--- src/rtl/fir_mac_engine_if.sv ---
// Sample/coefficient valid-ready stream feeding fir_mac_engine.
// master: upstream producer of sample pairs; slave: the MAC engine.
interface fir_mac_engine_if;
    logic               sample_valid;
    logic               sample_ready;
    logic signed [15:0] sample;
    logic signed [15:0] coeff;

    modport master (
        output sample_valid,
        output sample,
        output coeff,
        input  sample_ready
    );

    modport slave (
        input  sample_valid,
        input  sample,
        input  coeff,
        output sample_ready
    );
endinterface

--- src/rtl/fir_mac_engine.sv ---
// FIR multiply-accumulate sequencer driving the register-file FIR write-back port.
// Seeds a 32-bit accumulator on start, consumes TAPS sample/coeff pairs over
// the stream interface, then writes the sum to the latched destination register.
// Optional feature: define FIR_SATURATE_EN for per-step saturating accumulation
// (default build wraps modulo 2^32).
module fir_mac_engine #(
    parameter int TAPS = 8
) (
    input  logic                clock,
    input  logic                reset,
    input  logic                start,
    input  logic [4:0]          dest,
    input  logic [31:0]         accum_in,
    input  logic                init_sel,
    fir_mac_engine_if.slave     sif,
    output logic                fir_we,
    output logic [4:0]          fir_waddr,
    output logic [31:0]         fir_wdata,
    output logic                busy,
    output logic                done
);

    localparam int CW = (TAPS > 2) ? $clog2(TAPS) : 1;

    typedef enum logic [1:0] {
        ST_IDLE,
        ST_MAC,
        ST_WRITE
    } state_t;

    state_t             r_state;
    state_t             w_next_state;
    logic [31:0]        r_acc;
    logic [CW-1:0]      r_count;
    logic [4:0]         r_dest;
    logic [4:0]         r_waddr;
    logic [31:0]        r_wdata;

    logic               w_ready;
    logic               w_hs;
    logic               w_last;
    logic signed [31:0] w_prod;
    logic [31:0]        w_acc_next;

    assign w_prod = sif.sample * sif.coeff;
    assign w_hs   = sif.sample_valid && w_ready;
    assign w_last = (r_count == CW'(TAPS - 1));

`ifdef FIR_SATURATE_EN
    logic [32:0] w_sum33;
    assign w_sum33 = {r_acc[31], r_acc} + {w_prod[31], w_prod};

    // Per-step clamp: a 33-bit sum whose top two bits differ has left the 32-bit range.
    always_comb begin
        w_acc_next = w_sum33[31:0];
        if (w_sum33[32] != w_sum33[31]) begin
            w_acc_next = w_sum33[32] ? 32'h8000_0000 : 32'h7FFF_FFFF;
        end
    end
`else
    assign w_acc_next = r_acc + w_prod;
`endif

    // State register.
    always_ff @(posedge clock) begin
        if (reset) begin
            r_state <= ST_IDLE;
        end else begin
            r_state <= w_next_state;
        end
    end

    // Next-state logic and state-decoded control outputs.
    always_comb begin
        w_next_state = r_state;
        w_ready      = 1'b0;
        busy         = 1'b0;
        done         = 1'b0;
        fir_we       = 1'b0;
        case (r_state)
            ST_IDLE: begin
                if (start) begin
                    w_next_state = ST_MAC;
                end
            end
            ST_MAC: begin
                // Ready is withheld during reset so an upstream pair is never seen as consumed.
                w_ready = !reset;
                busy    = 1'b1;
                if (w_hs && w_last) begin
                    w_next_state = ST_WRITE;
                end
            end
            ST_WRITE: begin
                busy         = 1'b1;
                done         = 1'b1;
                fir_we       = (r_dest != 5'd0);
                w_next_state = ST_IDLE;
            end
            default: begin
                w_next_state = ST_IDLE;
            end
        endcase
    end

    assign sif.sample_ready = w_ready;
    assign fir_waddr        = r_waddr;
    assign fir_wdata        = r_wdata;

    // Accumulator, tap counter, latched destination and write-back output registers.
    always_ff @(posedge clock) begin
        if (reset) begin
            r_acc   <= '0;
            r_count <= '0;
            r_dest  <= '0;
            r_waddr <= '0;
            r_wdata <= '0;
        end else begin
            case (r_state)
                ST_IDLE: begin
                    if (start) begin
                        r_dest  <= dest;
                        r_acc   <= init_sel ? accum_in : '0;
                        r_count <= '0;
                    end
                end
                ST_MAC: begin
                    if (w_hs) begin
                        r_acc   <= w_acc_next;
                        r_count <= r_count + CW'(1);
                        // Write-back values are loaded with the final step so they are
                        // valid during WRITE and hold afterwards.
                        if (w_last) begin
                            r_waddr <= r_dest;
                            r_wdata <= w_acc_next;
                        end
                    end
                end
                default: begin
                end
            endcase
        end
    end

endmodule

--- src/flat_wrapper.sv ---
// flat-port wrapper written by rule: the top's interface ports become plain ports
module fir_mac_engine_flat 
#(
    parameter int TAPS = 8
)
  (clock, reset, start, dest, accum_in, init_sel, fir_we, fir_waddr, fir_wdata, busy, done, sif_sample_valid, sif_sample, sif_coeff, sif_sample_ready);
  fir_mac_engine_if sif_i ();
  input  logic clock;
  input  logic reset;
  input  logic start;
  input  logic [4:0] dest;
  input  logic [31:0] accum_in;
  input  logic init_sel;
  output logic fir_we;
  output logic [4:0] fir_waddr;
  output logic [31:0] fir_wdata;
  output logic busy;
  output logic done;
  input wire logic [$bits(sif_i.sample_valid)-1:0] sif_sample_valid;
  input wire logic [$bits(sif_i.sample)-1:0] sif_sample;
  input wire logic [$bits(sif_i.coeff)-1:0] sif_coeff;
  output wire logic [$bits(sif_i.sample_ready)-1:0] sif_sample_ready;
  assign sif_i.sample_valid = sif_sample_valid;
  assign sif_i.sample = sif_sample;
  assign sif_i.coeff = sif_coeff;
  assign sif_sample_ready = sif_i.sample_ready;
  fir_mac_engine #(.TAPS(TAPS)) u_core (.clock(clock), .reset(reset), .start(start), .dest(dest), .accum_in(accum_in), .init_sel(init_sel), .sif(sif_i), .fir_we(fir_we), .fir_waddr(fir_waddr), .fir_wdata(fir_wdata), .busy(busy), .done(done));
endmodule
--- config.mk ---
export PLATFORM = sky130hd
export DESIGN_NAME = fir_mac_engine_flat
export DESIGN_NICKNAME = d
export VERILOG_FILES = /design/src/rtl/fir_mac_engine_if.sv /design/src/rtl/fir_mac_engine.sv /design/src/flat_wrapper.sv
export SDC_FILE = /design/constraint.sdc
export NUM_CORES = 1
export LEC_CHECK = 0
export ABC_AREA = 1
export CAP_MARGIN = 10
export CORE_UTILIZATION = 40
export CTS_CLUSTER_SIZE = 30
export DETAILED_ROUTE_END_ITERATION = 8
export PLACE_DENSITY = 0.64
export SYNTH_ARGS = -nofsm -noshare
export SYNTH_HDL_FRONTEND = slang
export SYNTH_SLANG_ARGS = --single-unit
--- constraint.sdc ---
create_clock -name clock -period 16.5 [get_ports clock]
set_input_delay 3.3 -clock clock [delete_from_list [all_inputs] [get_ports clock]]
set_output_delay 3.3 -clock clock [all_outputs]
set_load 0.01 [all_outputs]
# After elaboration in Yosys (flattened, before gate mapping)
# Index checks and enable logic that the tools add are counted.
dict set report op_classes {
  add_sub_neg 2
  n_mul 1
  n_eq_ne 6
  mux 14
  n_reduce_logical 11
}
# operator count
set ops {}
lappend ops {{32-bit two-way mux} 3}
lappend ops {{32-bit case mux with 2 select lines} 1}
lappend ops {{32-bit adder} 1}
lappend ops {{16-bit by 16-bit multiplier with 32-bit output} 1}
lappend ops {{3-bit two-way mux} 2}
lappend ops {{3-bit case mux with 2 select lines} 1}
lappend ops {{3-bit AND reduction} 2}
lappend ops {{5-bit nonzero test} 1}
lappend ops {{1-bit two-way mux} 4}
lappend ops {{2-bit two-way mux} 2}
lappend ops {{2-bit by 1-bit != test with 1-bit output (second input constant)} 2}
lappend ops {{2-bit case mux with 2 select lines} 1}
lappend ops {{2-bit AND reduction} 2}
lappend ops {{3-bit by 1-bit adder with 3-bit output (second input constant)} 1}
lappend ops {{3-bit equality test (second input constant)} 1}
lappend ops {{2-bit by 1-bit equality test with 1-bit output (second input constant)} 1}
lappend ops {{2-bit equality test (second input constant)} 1}
lappend ops {{1-bit logical AND} 2}
lappend ops {{2-bit zero test} 1}
lappend ops {{2-bit != test (second input constant)} 1}
lappend ops {{2-bit nonzero test} 1}
lappend ops {{2-bit OR reduction} 1}
lappend ops {{1-bit zero test} 1}
dict set report word_totals {
  reg_bits 79
  inputBits 74
  output_inout_bits 41
  wordCells 40
}

# Depth between registers and ports, before layout
dict set report logic_depth {
  depth_word 6
  depth_mapped 32
  mapped_depth_nobuf 30
}

# Worst setup path before layout
# No wires, ideal clock.
dict set report synth_path {
  path_type {input -> register}
  startpoint {input sif_sample[15]}
  endpoint {register u_core.r_wdata[31], in the netlist u_core.fir_wdata[31]}
  arrival_ns 8.637
  path_slack_ns 7.755
  cell_stages 28
  n_path_buf 2
  cell_sequence {buf_4 -> clkbuf_1 -> nand2_1 -> inv_1 -> fa_1 -> inv_1 -> fa_1 -> inv_1 -> fa_1 -> inv_1 -> fa_1 -> inv_1 -> fa_1 -> inv_1 -> fa_1 -> inv_1 -> ha_1 -> nand2_1 -> nor2_1 -> nand4_1 -> nor2_1 -> nand2_1 -> nand2_1 -> nand3_1 -> nand2_1 -> nand2_1 -> nand2_1 -> inv_1}
}
dict set report synth_via {
  elab_chain_len 2
}
# element line_no
set synth_rtl {}
lappend synth_rtl {{from (decl)} flat_wrapper.sv:20} ;# input wire logic [$bits(sif_i.sample)-1:0] sif_sample;
lappend synth_rtl {{16-bit by 16-bit multiplier with 32-bit output} fir_mac_engine.sv:45} ;# assign w_prod = sif.sample * sif.coeff;
lappend synth_rtl {{32-bit adder} fir_mac_engine.sv:61} ;# assign w_acc_next = r_acc + w_prod;
lappend synth_rtl {{to (signal assigned)} fir_mac_engine.sv:135} ;# r_wdata <= w_acc_next;
lappend synth_rtl {{to (decl)} fir_mac_engine.sv:37} ;# logic [31:0] r_wdata;
# No other way between the ends.
# A chain may end at the register's enable or synchronous reset.

# Worst setup path in the final report
dict set report layout_path {
  startpoint {input sif_sample[15]}
  endpoint {register u_core.r_wdata[24], in the netlist u_core.fir_wdata[24]}
}
# The elaborated chain is that of the path after synthesis.

==> results.json <==
{
  "cts_root_buf": "clkbuf_16",
  "cts_buffers": 9,
  "syn_to_final_growth_pct": 11.3,
  "gp_congestion": 0.869,
  "synthFlopType": "dfxtp_1",
  "topRoutingLayerUsed": "met4",
  "post_cts_buffers": 0,
  "yosys_warnings": 0,
  "die_area_sq_um": 38400,
  "overflow": 0,
  "min_period_ns": 9.55,
  "core-area_sq_um": 36800,
  "dr_wl_met2_mm": 17.8,
  "critPathTopFamily": "adder cells",
  "cts_max_path_buffers": 2,
  "max_slew_margin_pct": 40.4,
  "grt_pass1_wl_mm": 66.4,
  "path_common_cell": "inv_1",
  "cts_hold_buf": 0,
  "cts_resized": 0,
  "holdPathStages": 2,
  "cts_tree": "done",
  "arrival_ns": 9.79,
  "synth_cell_types": 40,
  "dp_hpwl_mm": 33.2,
  "status": "completed",
  "synth.most_common_cell": "inv_1",
  "post-route-period-util_pct": 57.9,
  "nets": 2483,
  "cp.required_ns": 16.74,
  "fp.dieH_microns": 196,
  "startpoint": "sif_sample[15]",
  "h-tree-depth": 3,
  "yosys_register_bits": 79,
  "wire_per_inst_microns": 15.8,
  "path_max_fanout": 18,
  "cap_viol_max_count": 0,
  "synth_edf_count": 0,
  "fillers": 3676,
  "syn_inst": 1972,
  "slowest_stage": "clkdlybuf4s50_1",
  "synth_top_area_share_pct": 38.9,
  "finalWirelength_mm": 39.4,
  "drc": 0,
  "worstMarginPinSlew_ns": 0.894,
  "drtAntennaViolNets": 0,
  "synth_commonest_cells": "inv_1, nand2_1, fa_1",
  "clk_latency_ns": 0.35,
  "vias": 11913,
  "row_count": 70,
  "grt_pass1_vias": 12676,
  "timing.rr.end": "u_core.fir_wdata[22]",
  "m1WireLength_mm": 19.0,
  "max_freq_mhz": 105,
  "r2r-start": "u_core.r_acc[15]",
  "worstHoldPathType": "flip-flop to flip-flop",
  "hold_end": "u_core.fir_wdata[1]",
  "n_antenna_cell": 0,
  "rr_worst_depth": 23,
  "grt_max_degree": 56,
  "antenna_found_initial": 0,
  "slew_viol_final": 0,
  "syn_nets": 2441,
  "fin_setup_tns_ns": 0,
  "netlist_top_cells_area": "fa_1, inv_1, nand2_1, dfxtp_1, ha_1",
  "endpoint_kind": "flip-flop",
  "met3_wirelength_mm": 1.96,
  "cp_slowest_stage_delay_ns": 0.75,
  "portBuffers": 114,
  "syn_avg_cell_area_sq_um": 7.62,
  "ys_seq_area_share_pct": 10.5,
  "io_pins": 115,
  "initial_core_util_pct": 40.9,
  "reg2reg_slack_ns": 11.45,
  "path_clk_slew_ns": 0.07,
  "critPathLaunchType": "input port",
  "drt-pass1-iter-count": 5,
  "layout-drive-gt1-share_pct": 2.08,
  "setup_violations": 0,
  "crit_buf_inv": 8,
  "rsz0062_at_grt": "no",
  "async_flop_share_pct": 0,
  "die_x_microns": 196,
  "first_iter_violations": 639,
  "cts.sinks": 79,
  "synth_largest_area_cell": "fa_1",
  "syn_area_sq_um": 15000,
  "critPathKind": "input port to flip-flop",
  "worst_hold_startpoint": "u_core.fir_wdata[1]",
  "avgViaCountPerCell": 4.79,
  "finalClockSkew_ns": 0.00826,
  "finalHoldViolCount": 0,
  "grtUsageTotal_pct": 21.9
}
[cell usage in the layout, fill, tap and decap left out, types with 2 or more instances in the layout]
cell type / Yosys / routed
a22oi_1: 5 / 5
inv_2: 3 / 3
xor2_1: 13 / 13
a21oi_1: 95 / 95
o21ai_0: 67 / 67
nand4_1: 12 / 12
inv_6: 0 / 2
or2_2: 4 / 4
nand3_2: 2 / 2
nor2_1: 68 / 68
nand3_1: 47 / 47
a21o_1: 5 / 5
nand2_1: 465 / 465
xnor2_1: 5 / 5
nand2_2: 4 / 4
nand3b_1: 4 / 4
nor3_2: 2 / 2
dfxtp_1: 79 / 79
nor2_2: 3 / 3
ha_1: 103 / 103
inv_1: 557 / 557
fa_1: 292 / 292
o211ai_1: 3 / 3
o21a_1: 9 / 9
o21ai_1: 6 / 6
o21bai_1: 15 / 15
buf_4: 4 / 6
clkbuf_16: 0 / 9
clkdlybuf4s50_1: 0 / 114
nor3_1: 6 / 6
[metrics by stage]
| step | area, sq um | utilization [%] | hold slack [ns] | worst slack [ns] | cells |
|---|---|---|---|---|---|
| 2_1_floorplan | 15000 | - | 0.444 | 7.75 | 1972 |
| 3_3_place_gp | 16400 | 44.6 | 0.456 | 6.68 | 2471 |
| 3_5_place_dp | 16400 | 44.6 | 0.459 | 6.66 | 2471 |
| 4_1_cts | 16700 | 45.5 | 0.469 | 6.97 | 2487 |
| 5_1_grt | 16700 | 45.5 | 0.487 | 6.52 | 2487 |
| 6_report | 16700 | 45.5 | 0.468 | 6.95 | 2487 |
[layout make-up]
type / count / area [sq um] / area share [%]
inverter: 560 / 2100 / 12.6
multi-input combinational: 1244 / 11000 / 65.6
timing repair buffer: 120 / 1190 / 7.09
sequential: 79 / 1580 / 9.45
tap: 468 / 586 / 3.50
clock buffer: 11 / 243 / 1.45
clock inverter: 5 / 63.8 / 0.381
[worst max-delay path by stage]
stage                                      end  slack (ns)  cells after the start
after floorplan           u_core.fir_wdata[31]        7.75                     28
after global placement    u_core.fir_wdata[31]        6.68                     27
after detailed placement  u_core.fir_wdata[24]        6.66                     25
after CTS                 u_core.fir_wdata[24]        6.97                     25
after global routing      u_core.fir_wdata[31]        6.52                     27
final                     u_core.fir_wdata[24]        6.95                     25
[cells by family after synthesis]
group | Yosys count | synth area share, %
compound gates | 210 | 7.75
xor+xnor | 18 | 1.05
fa+ha+maj | 395 | 47.5
buf+inv | 649 | 16.5
flops | 79 | 10.5
simple gates | 621 | 16.7
[metal layers]
layer  global-route usage (%)  vias up
met5                        0        -
met2                     35.3      318
met4                     5.18        0
met3                     2.54       36
met1                     31.6     5768
li1                         -     5791
[sequential cells by signal, indices dropped and copies added, names as in the netlist]
register          flops
u_core.fir_wdata     32
u_core.r_state        2
u_core.r_count        3
u_core.r_acc         32
u_core.fir_waddr      5
u_core.r_dest         5
[worst reg2reg max path, stage by stage (launching register included)]
cell and delay (ns):
dfxtp_1 0.40, inv_1 0.11, fa_1 0.51, inv_1 0.06
fa_1 0.53, fa_1 0.45, fa_1 0.57, inv_1 0.06
fa_1 0.47, inv_1 0.05, ha_1 0.38, nand2_1 0.11
nor2_1 0.13, inv_1 0.10, nor3_2 0.28, nand2_1 0.09
nand2_1 0.11, nand2_1 0.10, nand2_1 0.08, nand2_1 0.06
nand2_1 0.10, nand2_1 0.06, nand2_1 0.09, inv_1 0.03
Power is not shown: default switching activity piles up to over one toggle a cycle in this logic, so the estimate is an artifact.
==> RTL change 1: new RTL, same flow settings <==
`TAPS` is set to 8 in 2 places; all go to 16.
--- a/src/rtl/fir_mac_engine.sv
+++ b/src/rtl/fir_mac_engine.sv
@@ -4,7 +4,7 @@
 // Optional feature: define FIR_SATURATE_EN for per-step saturating accumulation
 // (default build wraps modulo 2^32).
 module fir_mac_engine #(
-    parameter int TAPS = 8
+    parameter int TAPS = 16
 ) (
     input  logic                clock,
     input  logic                reset,
--- a/src/flat_wrapper.sv
+++ b/src/flat_wrapper.sv
@@ -1,7 +1,7 @@
 // flat-port wrapper written by rule: the top's interface ports become plain ports
 module fir_mac_engine_flat 
 #(
-    parameter int TAPS = 8
+    parameter int TAPS = 16
 )
   (clock, reset, start, dest, accum_in, init_sel, fir_we, fir_waddr, fir_wdata, busy, done, sif_sample_valid, sif_sample, sif_coeff, sif_sample_ready);
   fir_mac_engine_if sif_i ();
Check against the original RTL: not equivalent (a bounded check fails within 10 cycles, from zero or initial values and one cycle with reset high).
==> RTL change 1 against the original RTL <==
  * Sequential cell count is 1 higher
  * Final area up 0.52%
  * Setup slack worse by 0.14 ns
  * Area after synthesis barely moved
  * Routed wire length up 1.5%
  * Critical path depth unchanged
  * Highest routed layer unchanged
  * Cell count grew 1.6%
  * Critical endpoint is now u_core.fir_wdata[27]$_SDFFE_PP0P_
Power is not shown: default switching activity piles up to over one toggle a cycle in this logic, so the estimate is an artifact.
==> RTL change 1: results (changes against the original RTL) <==
| Metric | Value |
|---|---|
| Root Buffer | `clkbuf_16` |
| Via count | `12216 (+2.5%)` |
| # Post-CTS Setup Buffers | `0 (unchanged)` |
| GRT Overall Usage | `22.1% (+0.20 points)` |
| R2r endpoint | `u_core.fir_wdata[24]$_SDFFE_PP0P_` |
| Detailed router's first-iteration violation count | `621 (-2.8%)` |
| Yosys Warn Count | `0 (unchanged)` |
| Adder-cell share of the synthesized area | `47.4% (-0.11 points)` |
| Setup crit start | `sif_coeff[1]` |
| Synth area leaders | `fa_1 39%, inv_1 14%, nand2_1 11%` |
| H-tree levels | `3 (unchanged)` |
| Post-Synth XOR/XNOR Area | `0.699% (-0.35 points)` |
| Setup TNS | `0 ns (unchanged)` |
| Slew Limit Headroom | `24.2% (-16 points)` |
| TritonRoute pass-1 iters | `6 (+1)` |
| FF-to-FF Start | `u_core.r_acc[15]$_SDFFE_PP0P_` |
| Hold EP | `u_core.r_count[2]$_SDFFE_PP0P_` |
| Slowest-stage cell, CP | `clkdlybuf4s50_1` |
| Crit Path Max Fanout | `16 (-2)` |
| Number of global-route vias before repair | `12792 (+0.92%)` |
| CTS Buffer Depth | `2 (unchanged)` |
| Wirelength per Cell | `15.8 um (about the same)` |
| Clock Skew | `0.0125 ns (+0.00421 ns)` |
| Mux cell area share after synthesis | `0% (unchanged)` |
| Pin count of the biggest net entering global routing | `43 (-23%)` |
| Clock slew at the register clock pins of the worst setup and hold paths | `0.07 ns (about the same)` |
| Post-synth top cells | `570 x inv_1, 457 x nand2_1, 292 x fa_1` |
| ANT cells | `0 (unchanged)` |
| Dominant synthesized flop cell | `dfxtp_1` |
| Hold Path Stages | `2 (unchanged)` |
| I/O Buffers | `114 (unchanged)` |
| GP Congestion | `0.857 (-1.3%)` |
| Register area share after synthesis | `10.7% (+0.13 points)` |
| Crit path capture | `u_core.fir_wdata[27]$_SDFFE_PP0P_` |
| Status | `completed` |
| Hold_sp | `u_core.r_count[2]$_SDFFE_PP0P_` |
| Share of synthesized registers carrying an async set or reset | `0% (unchanged)` |
| Largest delay share family, worst path | `adder cells` |
| Clk Latency, worst-skew pair | `between 0.3 and 0.4 ns` |
| Initial antenna violation count | `0 (unchanged)` |
| Post-synthesis compound-gate area fraction | `7.47% (-0.28 points)` |
| DP HPWL | `34100 um (+2.6%)` |
| Inserted Clock Buffers | `9 (unchanged)` |
| Worst Reg2Reg Path Length in Cells | `18 (-22%)` |
| First-pass GRT wire length | `67300 um (+1.3%)` |
| HP Class | `flip-flop to flip-flop` |
| Post-synth cell types | `32 (-20%)` |
| Max incr delay on CP | `~0.74 ns` |
| Reg2Reg Setup Slack | `11.61 ns (+0.16 ns)` |
| Syn_nets | `2475 (+1.4%)` |
| Post-CTS resize count | `0 (unchanged)` |
| Share of cells above drive strength 1 | `1.85% (-0.23 points)` |
RTL change 1: per-stage QoR:
stage	hold WS [ns]	util (%)	cells	setup WS, ns	area [um^2]
after detailed placement	0.472	44.8	2510	6.44	16500
final	0.480	45.7	2526	6.82	16800
after CTS	0.481	45.7	2526	6.80	16800
after floorplan	0.441	-	2007	7.91	15000
after global placement	0.463	44.8	2510	6.47	16500
after global routing	0.506	45.7	2526	6.47	16800
RTL change 1: layout make-up:
type | instances | area (um^2)
Clock inverter | 7 | 108
Clock buffer | 9 | 225
Tap cell | 468 | 586
Sequential cell | 80 | 1600
Inverter | 573 | 2150
Fill cell | 3705 | 20000
Multi-Input combinational cell | 1269 | 11000
Timing Repair Buffer | 120 | 1190
RTL change 1: routing by layer:
metal,global-route usage [%],vias up,part of all wire (%)
li1,-,5898,-
met1,32.5,5995,49
met2,35.9,298,46
met3,1.89,25,4.5
met4,4.02,0,1.3
met5,0,-,0
==> RTL change 2: new RTL, config.mk and constraints unchanged <==
Without the edit above. Encoding of `state_t`: now one-hot (3 bits for 3 states).
--- a/src/rtl/fir_mac_engine.sv
+++ b/src/rtl/fir_mac_engine.sv
@@ -22,10 +22,10 @@
 
     localparam int CW = (TAPS > 2) ? $clog2(TAPS) : 1;
 
-    typedef enum logic [1:0] {
-        ST_IDLE,
-        ST_MAC,
-        ST_WRITE
+    typedef enum logic [2:0] {
+        ST_IDLE  = 3'b001,
+        ST_MAC   = 3'b010,
+        ST_WRITE = 3'b100
     } state_t;
 
     state_t             r_state;
Check against the original RTL: same outputs for any inputs over 4 cycles, from zero or initial values and one cycle with reset high; so few cycles prove little.
==> RTL change 2 against the original RTL <==
  * Global-route usage grew 0.13 points
  * Routed wire length grew 0.98%
  * Highest routed layer unchanged
  * Final area grew 0.85%
  * Setup slack lost 0.095 ns
  * Hold slack gained 0.0084 ns
  * Sequential cell count grew 1
  * Area after synthesis grew 0.28%
Power is left out: the tool's default activity adds up to more than one toggle a clock period on the data nets, which glitch-free logic cannot reach.
==> RTL change 2: results (changes against the original RTL) <==
| Metric | Value |
|---|---|
| Post-DP Area | `0.0165 mm^2 (+0.71%)` |
| Clock Skew | `0.0130 ns (+0.00474 ns)` |
| DR vias/cell | `4.74 (-1.0%)` |
| Share of cells above drive strength 1 | `2.04% (-0.041 points)` |
| Largest delay share family, worst path | `adder cells` |
| Dominant synthesized flop cell | `dfxtp_1` |
| Number of global-route vias before repair | `12837 (+1.3%)` |
| Max incr delay on CP | `between 0.7 and 0.8 ns` |
| Wirelength per Cell | `15.5 um (-2.1%)` |
| Status | `completed` |
| Register area share after synthesis | `10.6% (+0.10 points)` |
| Yosys Warn Count | `0 (unchanged)` |
| Syn avg cell area | `7.49 um^2 (-1.8%)` |
| Pin count of the biggest net entering global routing | `59 (+5.4%)` |
| Synth area leaders | `fa_1 39%, inv_1 14%, nand2_1 12%` |
| Hold_sp | `u_core.r_acc[17]$_SDFFE_PP0P_` |
| GP Congestion | `0.903 (+3.9%)` |
| Worst slew pin tran | `1.02 ns (+0.130 ns)` |
| First-pass GRT wire length | `67300 um (+1.3%)` |
| Fin nets | `2521 (+1.5%)` |
| Non-filler instance count after layout | `2564 (+3.1%)` |
| CP Data Arrival Time | `9.88 ns (+0.09 ns)` |
| Worst Reg2Reg Path Length in Cells | `19 (-17%)` |
| Root Buffer | `clkbuf_16` |
| Hold EP | `u_core.r_acc[17]$_SDFFE_PP0P_` |
| TritonRoute pass-1 iters | `7 (+2)` |
| Crit Path Max Fanout | `17 (-1)` |
| Reg2Reg Setup Slack | `11.62 ns (+0.17 ns)` |
| CP startpoint kind | `input port` |
| Dpl ws | `6.48 ns (-0.178 ns)` |
| Initial antenna violation count | `0 (unchanged)` |
| GRT Overall Usage | `22.1% (+0.13 points)` |
| Slowest-stage cell, CP | `clkdlybuf4s50_1` |
| DP HPWL | `33400 um (+0.56%)` |
| Final Hold Slack | `0.477 ns (+0.00840 ns)` |
| Detailed router's first-iteration violation count | `566 (-11%)` |
| I/O Buffers | `114 (unchanged)` |
| Post-synth top cells | `565 x inv_1, 485 x nand2_1, 292 x fa_1` |
| Post-synth cell types | `37 (-7.5%)` |
| Fill cells | `3692 (+0.44%)` |
| Post-CTS resize count | `0 (unchanged)` |
| R2r endpoint | `u_core.r_acc[17]$_SDFFE_PP0P_` |
[RTL change 2: cell count changes after synthesis, moves of 12 or more]
cell,before,now
nor2_1,68,101
nand3_1,47,75
nand2_1,465,485
o211ai_1,3,20
a21oi_1,95,79
o21ai_0,67,51
o21bai_1,15,3
[RTL change 2: routing by layer]
layer / GRT usage [%] / part of all wire (%) / wire [um] / vias up
met5: 0 / 0 / 0 / -
met4: 4.02 / 1.1 / 434 / 0
met3: 1.68 / 3.6 / 1420 / 28
met2: 35.4 / 46 / 18100 / 272
met1: 32.9 / 50 / 19800 / 5957
li1: - / - / - / 5900
[RTL change 2: cell type report]
cell class	instances	area, um^2	share of cell area, %
clock buffer	9	225	1.33
sequential	80	1600	9.49
inverter	570	2140	12.7
clock inverter	7	108	0.638
multi-input combinational	1272	11000	65.0
tap	504	631	3.74
timing repair buffer	122	1200	7.12
[RTL change 2: kinds of logic after synthesis]
kind of cell    Yosys count  synth area share [%]
xor+xnor                 15                 0.872
compound gates          166                  6.04
buf+inv                 661                  16.6
simple gates            699                  18.8
fa+ha+maj               392                  47.1
flops                    80                  10.6
[RTL change 2: worst min-delay path: cells and delay by family, from the launching register on]
kind / cells / cell delay, ns
AND/OR/NAND/NOR: 1 / 0.06
flip-flops: 1 / 0.32
AO/OA/AOI/OAI: 1 / 0.05
[RTL change 2: worst max path at each step]
stage	to	slack (ns)	depth (start not counted)
floorplan	u_core.r_acc[31]$_SDFFE_PP0P_	7.84	28
global placement	u_core.fir_wdata[27]$_SDFFE_PP0P_	6.57	23
detailed placement	u_core.fir_wdata[27]$_SDFFE_PP0P_	6.48	23
CTS	u_core.fir_wdata[27]$_SDFFE_PP0P_	6.84	23
global route	u_core.fir_wdata[31]$_SDFFE_PP0P_	6.42	27
finish	u_core.fir_wdata[27]$_SDFFE_PP0P_	6.86	23
